**src/rtl/esc_pkg.sv**
```systemverilog
// esc_pkg: shared defaults and types for the ESC pulse generators.
// Default timing assumes a 50 MHz clock: 5.24 ms period, 1.00 ms minimum pulse.
package esc_pkg;

    // Width of the motor speed word coming from flght_cntrl.
    localparam int unsigned SPD_W = 11;

    // Default generator configuration.
    localparam int unsigned ESC_PERIOD_CYC = 262144;
    localparam int unsigned ESC_CNT_W      = 18;
    localparam int unsigned ESC_MIN_PULSE  = 50000;
    localparam int unsigned ESC_SCALE      = 3;
    localparam int unsigned ESC_SPD_MAX    = 2047;
    localparam int unsigned ESC_SLEW_STEP  = 1024;

    typedef logic [SPD_W-1:0] spd_t;

endpackage

```
**src/rtl/esc_slew_lim.sv**
```systemverilog
// esc_slew_lim: combinational next-width computation for the slew-limited build.
// The module only exists when SLEW_LIMIT_EN is defined; otherwise this file is empty.
`ifdef SLEW_LIMIT_EN
module esc_slew_lim #(
    parameter int unsigned CNT_W     = 18,
    parameter int unsigned MIN_PULSE = 50000,
    parameter int unsigned SLEW_STEP = 1024
) (
    input  logic [CNT_W-1:0] cur_w,
    input  logic [CNT_W-1:0] target,
    output logic [CNT_W-1:0] next_w
);

    // One spare bit so cur_w + SLEW_STEP and target + SLEW_STEP cannot wrap.
    localparam int unsigned          EXT_W     = CNT_W + 1;
    localparam logic [EXT_W-1:0]     STEP      = EXT_W'(SLEW_STEP);
    localparam logic [EXT_W-1:0]     START_CAP = EXT_W'(MIN_PULSE + SLEW_STEP);

    logic [EXT_W-1:0] cur_x;
    logic [EXT_W-1:0] tgt_x;
    logic [EXT_W-1:0] up_lim;
    logic [EXT_W-1:0] dn_ref;

    // Move cur_w toward target by at most STEP; stop and restart-from-idle are special.
    always_comb begin
        cur_x  = {1'b0, cur_w};
        tgt_x  = {1'b0, target};
        up_lim = cur_x + STEP;
        dn_ref = tgt_x + STEP;
        next_w = target;
        if (target == '0) begin
            next_w = '0;
        end else if (cur_w == '0) begin
            // Ramp from idle starts at the minimum pulse, never from zero width.
            next_w = (tgt_x > START_CAP) ? CNT_W'(START_CAP) : target;
        end else if (tgt_x > up_lim) begin
            next_w = CNT_W'(up_lim);
        end else if (dn_ref < cur_x) begin
            next_w = CNT_W'(cur_x - STEP);
        end else begin
            next_w = target;
        end
    end

endmodule
`endif

```
**src/rtl/esc_pwm_gen.sv**
```systemverilog
// esc_pwm_gen: one ESC pulse generator, spd in, PWM pin out.
// Pulse width = MIN_PULSE + min(spd, SPD_MAX) * SCALE, latched only at period
// boundaries so a pulse is never truncated; motors_off forces the output low.
// Build option: define SLEW_LIMIT_EN to limit width changes to SLEW_STEP cycles
// per period (instantiates esc_slew_lim); without it the width jumps directly.
module esc_pwm_gen
    import esc_pkg::*;
#(
    parameter int unsigned PERIOD_CYC = ESC_PERIOD_CYC,
    parameter int unsigned CNT_W      = ESC_CNT_W,
    parameter int unsigned MIN_PULSE  = ESC_MIN_PULSE,
    parameter int unsigned SCALE      = ESC_SCALE,
    parameter int unsigned SPD_MAX    = ESC_SPD_MAX,
    parameter int unsigned SLEW_STEP  = ESC_SLEW_STEP
) (
    input  logic             clk,
    input  logic             rst,
    input  logic [SPD_W-1:0] spd,
    input  logic             motors_off,
    output logic             pwm,
    output logic             period_strt,
    output logic [CNT_W-1:0] pulse_w
);

    localparam logic [CNT_W-1:0] LAST_CNT   = CNT_W'(PERIOD_CYC - 1);
    localparam spd_t             SPD_CLAMP  = SPD_W'(SPD_MAX);
    localparam logic [CNT_W-1:0] MIN_W      = CNT_W'(MIN_PULSE);
    localparam logic [CNT_W-1:0] SCALE_W    = CNT_W'(SCALE);
    localparam longint unsigned  CNT_RANGE  = 64'd1 << CNT_W;
    localparam longint unsigned  MAX_TARGET = 64'(MIN_PULSE) + 64'(SPD_MAX) * 64'(SCALE);

    // Configuration sanity: counter must hold the period, widths must fit in it.
    if (64'(PERIOD_CYC) > CNT_RANGE) begin : g_bad_period
        $error("esc_pwm_gen: PERIOD_CYC does not fit in CNT_W bits");
    end
    if (MAX_TARGET >= 64'(PERIOD_CYC)) begin : g_bad_target
        $error("esc_pwm_gen: maximum pulse width does not fit in the period");
    end
    if (64'(MIN_PULSE) + 64'(SLEW_STEP) >= CNT_RANGE) begin : g_bad_step
        $error("esc_pwm_gen: MIN_PULSE + SLEW_STEP does not fit in CNT_W bits");
    end

    logic [CNT_W-1:0] cnt;
    logic             at_last;
    spd_t             spd_q;
    logic [CNT_W-1:0] target;
    logic [CNT_W-1:0] target_calc;
    logic [CNT_W-1:0] next_w;

    // Period boundary detect and speed-to-width conversion of the S1 value.
    always_comb begin
        at_last     = (cnt == LAST_CNT);
        target_calc = MIN_W + CNT_W'(spd_q) * SCALE_W;
    end

`ifdef SLEW_LIMIT_EN
    esc_slew_lim #(
        .CNT_W     (CNT_W),
        .MIN_PULSE (MIN_PULSE),
        .SLEW_STEP (SLEW_STEP)
    ) u_slew_lim (
        .cur_w  (pulse_w),
        .target (target),
        .next_w (next_w)
    );
`else
    // Without slew limiting the shadow register takes the target directly.
    always_comb begin
        next_w = target;
    end
`endif

    // Free-running period counter 0..PERIOD_CYC-1 with a strobe as it wraps to 0.
    always_ff @(posedge clk) begin
        if (rst) begin
            cnt         <= '0;
            period_strt <= 1'b0;
        end else begin
            cnt         <= at_last ? '0 : cnt + CNT_W'(1);
            period_strt <= at_last;
        end
    end

    // Two-stage input pipeline: clamp speed, then convert to a target width.
    always_ff @(posedge clk) begin
        if (rst) begin
            spd_q  <= '0;
            target <= '0;
        end else begin
            spd_q  <= (spd > SPD_CLAMP) ? SPD_CLAMP : spd;
            target <= motors_off ? '0 : target_calc;
        end
    end

    // Shadow width register: loads only at the period boundary, motors_off clears it at once.
    always_ff @(posedge clk) begin
        if (rst) begin
            pulse_w <= '0;
        end else if (motors_off) begin
            pulse_w <= '0;
        end else if (at_last) begin
            pulse_w <= next_w;
        end
    end

    // Registered PWM pin, high for the first pulse_w counts of each period.
    always_ff @(posedge clk) begin
        if (rst || motors_off) begin
            pwm <= 1'b0;
        end else begin
            pwm <= (cnt < pulse_w);
        end
    end

endmodule

```
**config.mk**
```make
export PLATFORM = sky130hd
export DESIGN_NAME = esc_pwm_gen
export DESIGN_NICKNAME = d
export VERILOG_FILES = /design/src/rtl/esc_pkg.sv /design/src/rtl/esc_slew_lim.sv /design/src/rtl/esc_pwm_gen.sv
export SDC_FILE = /design/constraint.sdc
export NUM_CORES = 1
export LEC_CHECK = 0
export ABC_AREA = 1
export CAP_MARGIN = 20
export CORE_ASPECT_RATIO = 1.75
export CORE_MARGIN = 2
export CORE_UTILIZATION = 57
export CTS_CLUSTER_DIAMETER = 60
export DETAILED_ROUTE_END_ITERATION = 6
export HOLD_SLACK_MARGIN = 0.12
export PLACE_DENSITY = 0.92
export SLEW_MARGIN = 20
export SYNTH_ARGS = -nofsm -noshare
export SYNTH_HDL_FRONTEND = slang
export SYNTH_SLANG_ARGS = --single-unit
```
**constraint.sdc**
```tcl
create_clock -name clk -period 2.65 [get_ports clk]
set_clock_uncertainty 0.2 [all_clocks]
set_input_delay 0.3975 -clock clk [delete_from_list [all_inputs] [get_ports clk]]
set_output_delay 0.3975 -clock clk [all_outputs]
set_load 0.1 [all_outputs]
```
==> results_tabular.tex <==
\begin{tabular}{lr}
\hline
Metric & Value \\
\hline
\multicolumn{2}{l}{\textbf{Critical path}} \\
\quad Nature of the critical path startpoint & flip-flop \\
\quad Crit-path cells & ha\_1, nand2\_1, nor2\_4, nand3\_4, nor2\_8, nand2\_4, nand2\_4, nor2\_1 \\
\quad Crit Path Class & reg -> reg \\
\quad Highest-delay cell along the critical path & sky130\_fd\_sc\_hd\_\_dfxtp\_1 \\
\quad Peak fanout along the critical path & 17 \\
\quad Critical path data required time & 2.68 ns \\
\quad Slowest stage delay, CP & 0.47 ns \\
\quad Cell occurring most often along the worst timing path & sky130\_fd\_sc\_hd\_\_nand2\_4 \\
\quad Crit. End Element & flip-flop \\
\quad Crit path DAT & 2.20 ns \\
\multicolumn{2}{l}{\textbf{Clocking}} \\
\quad CTS tree & built \\
\quad Number of CTS-inserted buffers & 9 \\
\quad Worst skew pair latency & 0.34 ns \\
\quad Post-cts resize count & 0 \\
\quad Number of buffers on the longest clock path & 2 \\
\quad CTS sink cnt & 59 \\
\quad Cts-stage hold buffer count & 0 \\
\quad CTS root buf & sky130\_fd\_sc\_hd\_\_clkbuf\_8 \\
\quad Worst-path clk slew & 0.06 ns \\
\quad Post-CTS setup buffer count & 0 \\
\quad H-tree depth & 3 \\
\multicolumn{2}{l}{\textbf{Routing}} \\
\quad Iteration-0 DRC count of the detailed router & 126 \\
\quad Routed wire per std cell & 12.5 microns \\
\quad ANT nets after route & 0 \\
\quad Detailed-route vias per instance & 5.09 \\
\quad Via count & 2853 \\
\quad Detailed Route WL & 7.02 mm \\
\quad Final routed DRC violation total & 0 \\
\quad First-pass detailed-route iteration total & 4 \\
\multicolumn{2}{l}{\textbf{Layout}} \\
\quad Proportion of layout cells with a drive suffix above 1 & 0.0866 \\
\quad Antenna diode count & 0 \\
\quad Area growth from synthesis to layout & 14.9\% \\
\quad Post-Layout Cell Count & 561 \\
\quad Post-layout net count & 532 \\
\quad Post-layout instance area & 3740 sq um \\
\multicolumn{2}{l}{\textbf{Yosys}} \\
\quad Number of instances in the synthesized netlist & 447 \\
\quad Top area cells in the synthesized netlist & sky130\_fd\_sc\_hd\_\_dfxtp\_1, sky130\_fd\_sc\_hd\_\_ha\_1, sky130\_fd\_sc\_hd\_\_nand2\_1 \\
\quad Post-synthesis register bit count & 59 \\
\quad Top cells by count, synth & sky130\_fd\_sc\_hd\_\_nand2\_1, sky130\_fd\_sc\_hd\_\_inv\_1, sky130\_fd\_sc\_hd\_\_nor2\_1 \\
\quad Main synth FF type & sky130\_fd\_sc\_hd\_\_dfxtp\_1 \\
\quad Share of the synthesized area in the top cell type & 0.363 \\
\quad Dominant cell type by area after synthesis & sky130\_fd\_sc\_hd\_\_dfxtp\_1 \\
\quad Average size of a mapped cell & 7.28 sq um \\
\quad Most numerous cell in the Yosys netlist & sky130\_fd\_sc\_hd\_\_nand2\_1 \\
\quad Sequential cell area fraction in the yosys report & 0.363 \\
\quad Post-synth ARST share & 0 \\
\quad Netlist area before placement & 3250 sq um \\
\quad Number of enable-type register cells in the synthesized netlist & 0 \\
\quad Ys Warns & 0 \\
\quad Number of library cell types mapped by synthesis & 29 \\
\multicolumn{2}{l}{\textbf{Die}} \\
\quad Die X-Extent & 61.1 microns \\
\quad Top Ports & 34 \\
\quad Die area & 6350 sq um \\
\quad Effective utilization at floorplan & 0.587 \\
\quad Chip Height & 104 microns \\
\quad Num rows & 36 \\
\quad Core outline area & 5540 sq um \\
\multicolumn{2}{l}{\textbf{Placed design}} \\
\quad Area post-placement & 3560 sq um \\
\quad RD Place Congestion & 0.929 \\
\quad Inst Count DP & 547 \\
\quad Dpl hpwl & 5.37 mm \\
\quad IO buf count & 30 \\
\multicolumn{2}{l}{\textbf{Run status}} \\
\quad Result of the run & finished, final reports clean \\
\multicolumn{2}{l}{\textbf{Global route}} \\
\quad Global-route total usage across every layer & 0.250 \\
\quad Residual overflow from global routing & 0 \\
\quad Number of antenna violations at the first check in global routing & 0 \\
\quad Maximum number of pins on one net before global-route repair & 19 \\
\quad Vias in the first global route & 2857 \\
\quad Global-route wire length before repair & 11.8 mm \\
\multicolumn{2}{l}{\textbf{Power and ir drop}} \\
\quad Maximum vdd ir drop & 0.486 mV \\
\quad Total power of the final layout & 1.96 mW \\
\quad Static leakage power & 1.83 nW \\
\quad Ratio of total power to cell area & 523 nW/um\^{}2 \\
\multicolumn{2}{l}{\textbf{STA}} \\
\quad Total Negative Setup Slacks & 0 ns \\
\quad Shortest clock period the worst path allows after layout & 2.17 ns \\
\quad Share of the clock period used by the worst path after layout & 0.819 \\
\quad Max-slew violation count & 0 \\
\quad Peak clock frequency supported by timing & 461 MHz \\
\quad Unrepaired setup endpoints after global routing & no \\
\quad Hold violation total from the final report & 0 \\
\quad Number of setup violations in the final report & 0 \\
\multicolumn{2}{l}{\textbf{Hold path}} \\
\quad Worst min path class & reg -> reg \\
\multicolumn{2}{l}{\textbf{Job}} \\
\quad Total of max-cap violations & 0 \\
\hline
\end{tabular}
where the power goes:
| part | internal [mW] | total (mW) | leakage, nW | switching (mW) |
|---|---|---|---|---|
| registers | 0.915 | 0.928 | 0.481 | 0.0134 |
| clock network | 0.446 | 0.785 | 0.0950 | 0.339 |
| logic | 0.0871 | 0.242 | 1.25 | 0.155 |
| total | 1.45 | 1.96 | 1.83 | 0.507 |
cells in the final DEF, fill, tap and decap left out, types with 2 or more instances in the layout:
cell type and n:
sky130_fd_sc_hd__inv_1 83, sky130_fd_sc_hd__nand2_1 88, sky130_fd_sc_hd__clkdlybuf4s50_1 13, sky130_fd_sc_hd__xor2_1 7, sky130_fd_sc_hd__clkinv_2 2, sky130_fd_sc_hd__nand3_1 27, sky130_fd_sc_hd__o21ai_0 8, sky130_fd_sc_hd__clkbuf_8 10
sky130_fd_sc_hd__a21o_1 2, sky130_fd_sc_hd__a21oi_1 35, sky130_fd_sc_hd__conb_1 3, sky130_fd_sc_hd__nand4_1 4, sky130_fd_sc_hd__nand2_4 2, sky130_fd_sc_hd__nor3_1 3, sky130_fd_sc_hd__nand3_4 2, sky130_fd_sc_hd__xnor2_1 3
sky130_fd_sc_hd__buf_4 20, sky130_fd_sc_hd__ha_1 35, sky130_fd_sc_hd__nor2_1 65, sky130_fd_sc_hd__nor2_4 2, sky130_fd_sc_hd__o21bai_1 2, sky130_fd_sc_hd__dfxtp_1 59
metrics by stage:
stage                     utilization  hold slack, ns  worst slack (ns)
after CTS                       0.675           0.232             0.477
after floorplan                     -           0.213             0.452
after global placement          0.642           0.219             0.528
after global routing            0.675           0.263             0.317
after detailed placement        0.642           0.224             0.407
final                           0.675           0.230             0.479
final cells by class:
type	instances	area [sq um]
clock inverter	3	40.0
clock buffer	11	141
tap	76	95.1
fill	482	1800
timing repair buffer	33	280
sequential	59	1180
inverter	84	315
multi-input combinational	295	1690
sequential cells by signal (all words and copies together) (netlist names):
name / cells
cnt: 18
next_w: 14
pwm: 1
period_strt: 1
pulse_w: 14
spd_q: 11
critical path: cells and delay by family, from the launching register on:
kind / cells / cell delay, ns
DFF: 1 / 0.47
adders and majority gates: 1 / 0.22
and+or+nand+nor: 7 / 1.16
logic make-up (layout without fill, tap and decap cells):
group / after synthesis / count (layout) / synth area share
AO/OA/AOI/OAI: 48 / 48 / 0.0777
buffers and inverters: 95 / 131 / 0.121
AND/OR/NAND/NOR: 198 / 198 / 0.269
XOR/XNOR: 10 / 10 / 0.0269
adder cells (fa/ha/maj): 36 / 36 / 0.141
flip-flops: 59 / 59 / 0.363
other: 1 / 3 / 0.00115
per-layer routing:
metal / GRT usage / vias to the layer above / routed length [microns]
li1: - / 1452 / -
met1: 0.228 / 1306 / 2510
met2: 0.455 / 62 / 3970
met3: 0.0622 / 33 / 193
met4: 0.146 / 0 / 348
met5: 0 / - / 0
path summary, 6_finish.rpt:
check / startpoint / end / slack, ns / cells past startpoint
worst max-delay path: cnt[0] / cnt[1] / 0.48 / 8
worst min-delay path: spd_q[0] / next_w[0] / 0.23 / 2
worst max register to register: cnt[0] / cnt[1] / 0.48 / 8
worst min register to register: spd_q[0] / next_w[0] / 0.23 / 2
Note: power is estimated with default switching activity, not from simulation.
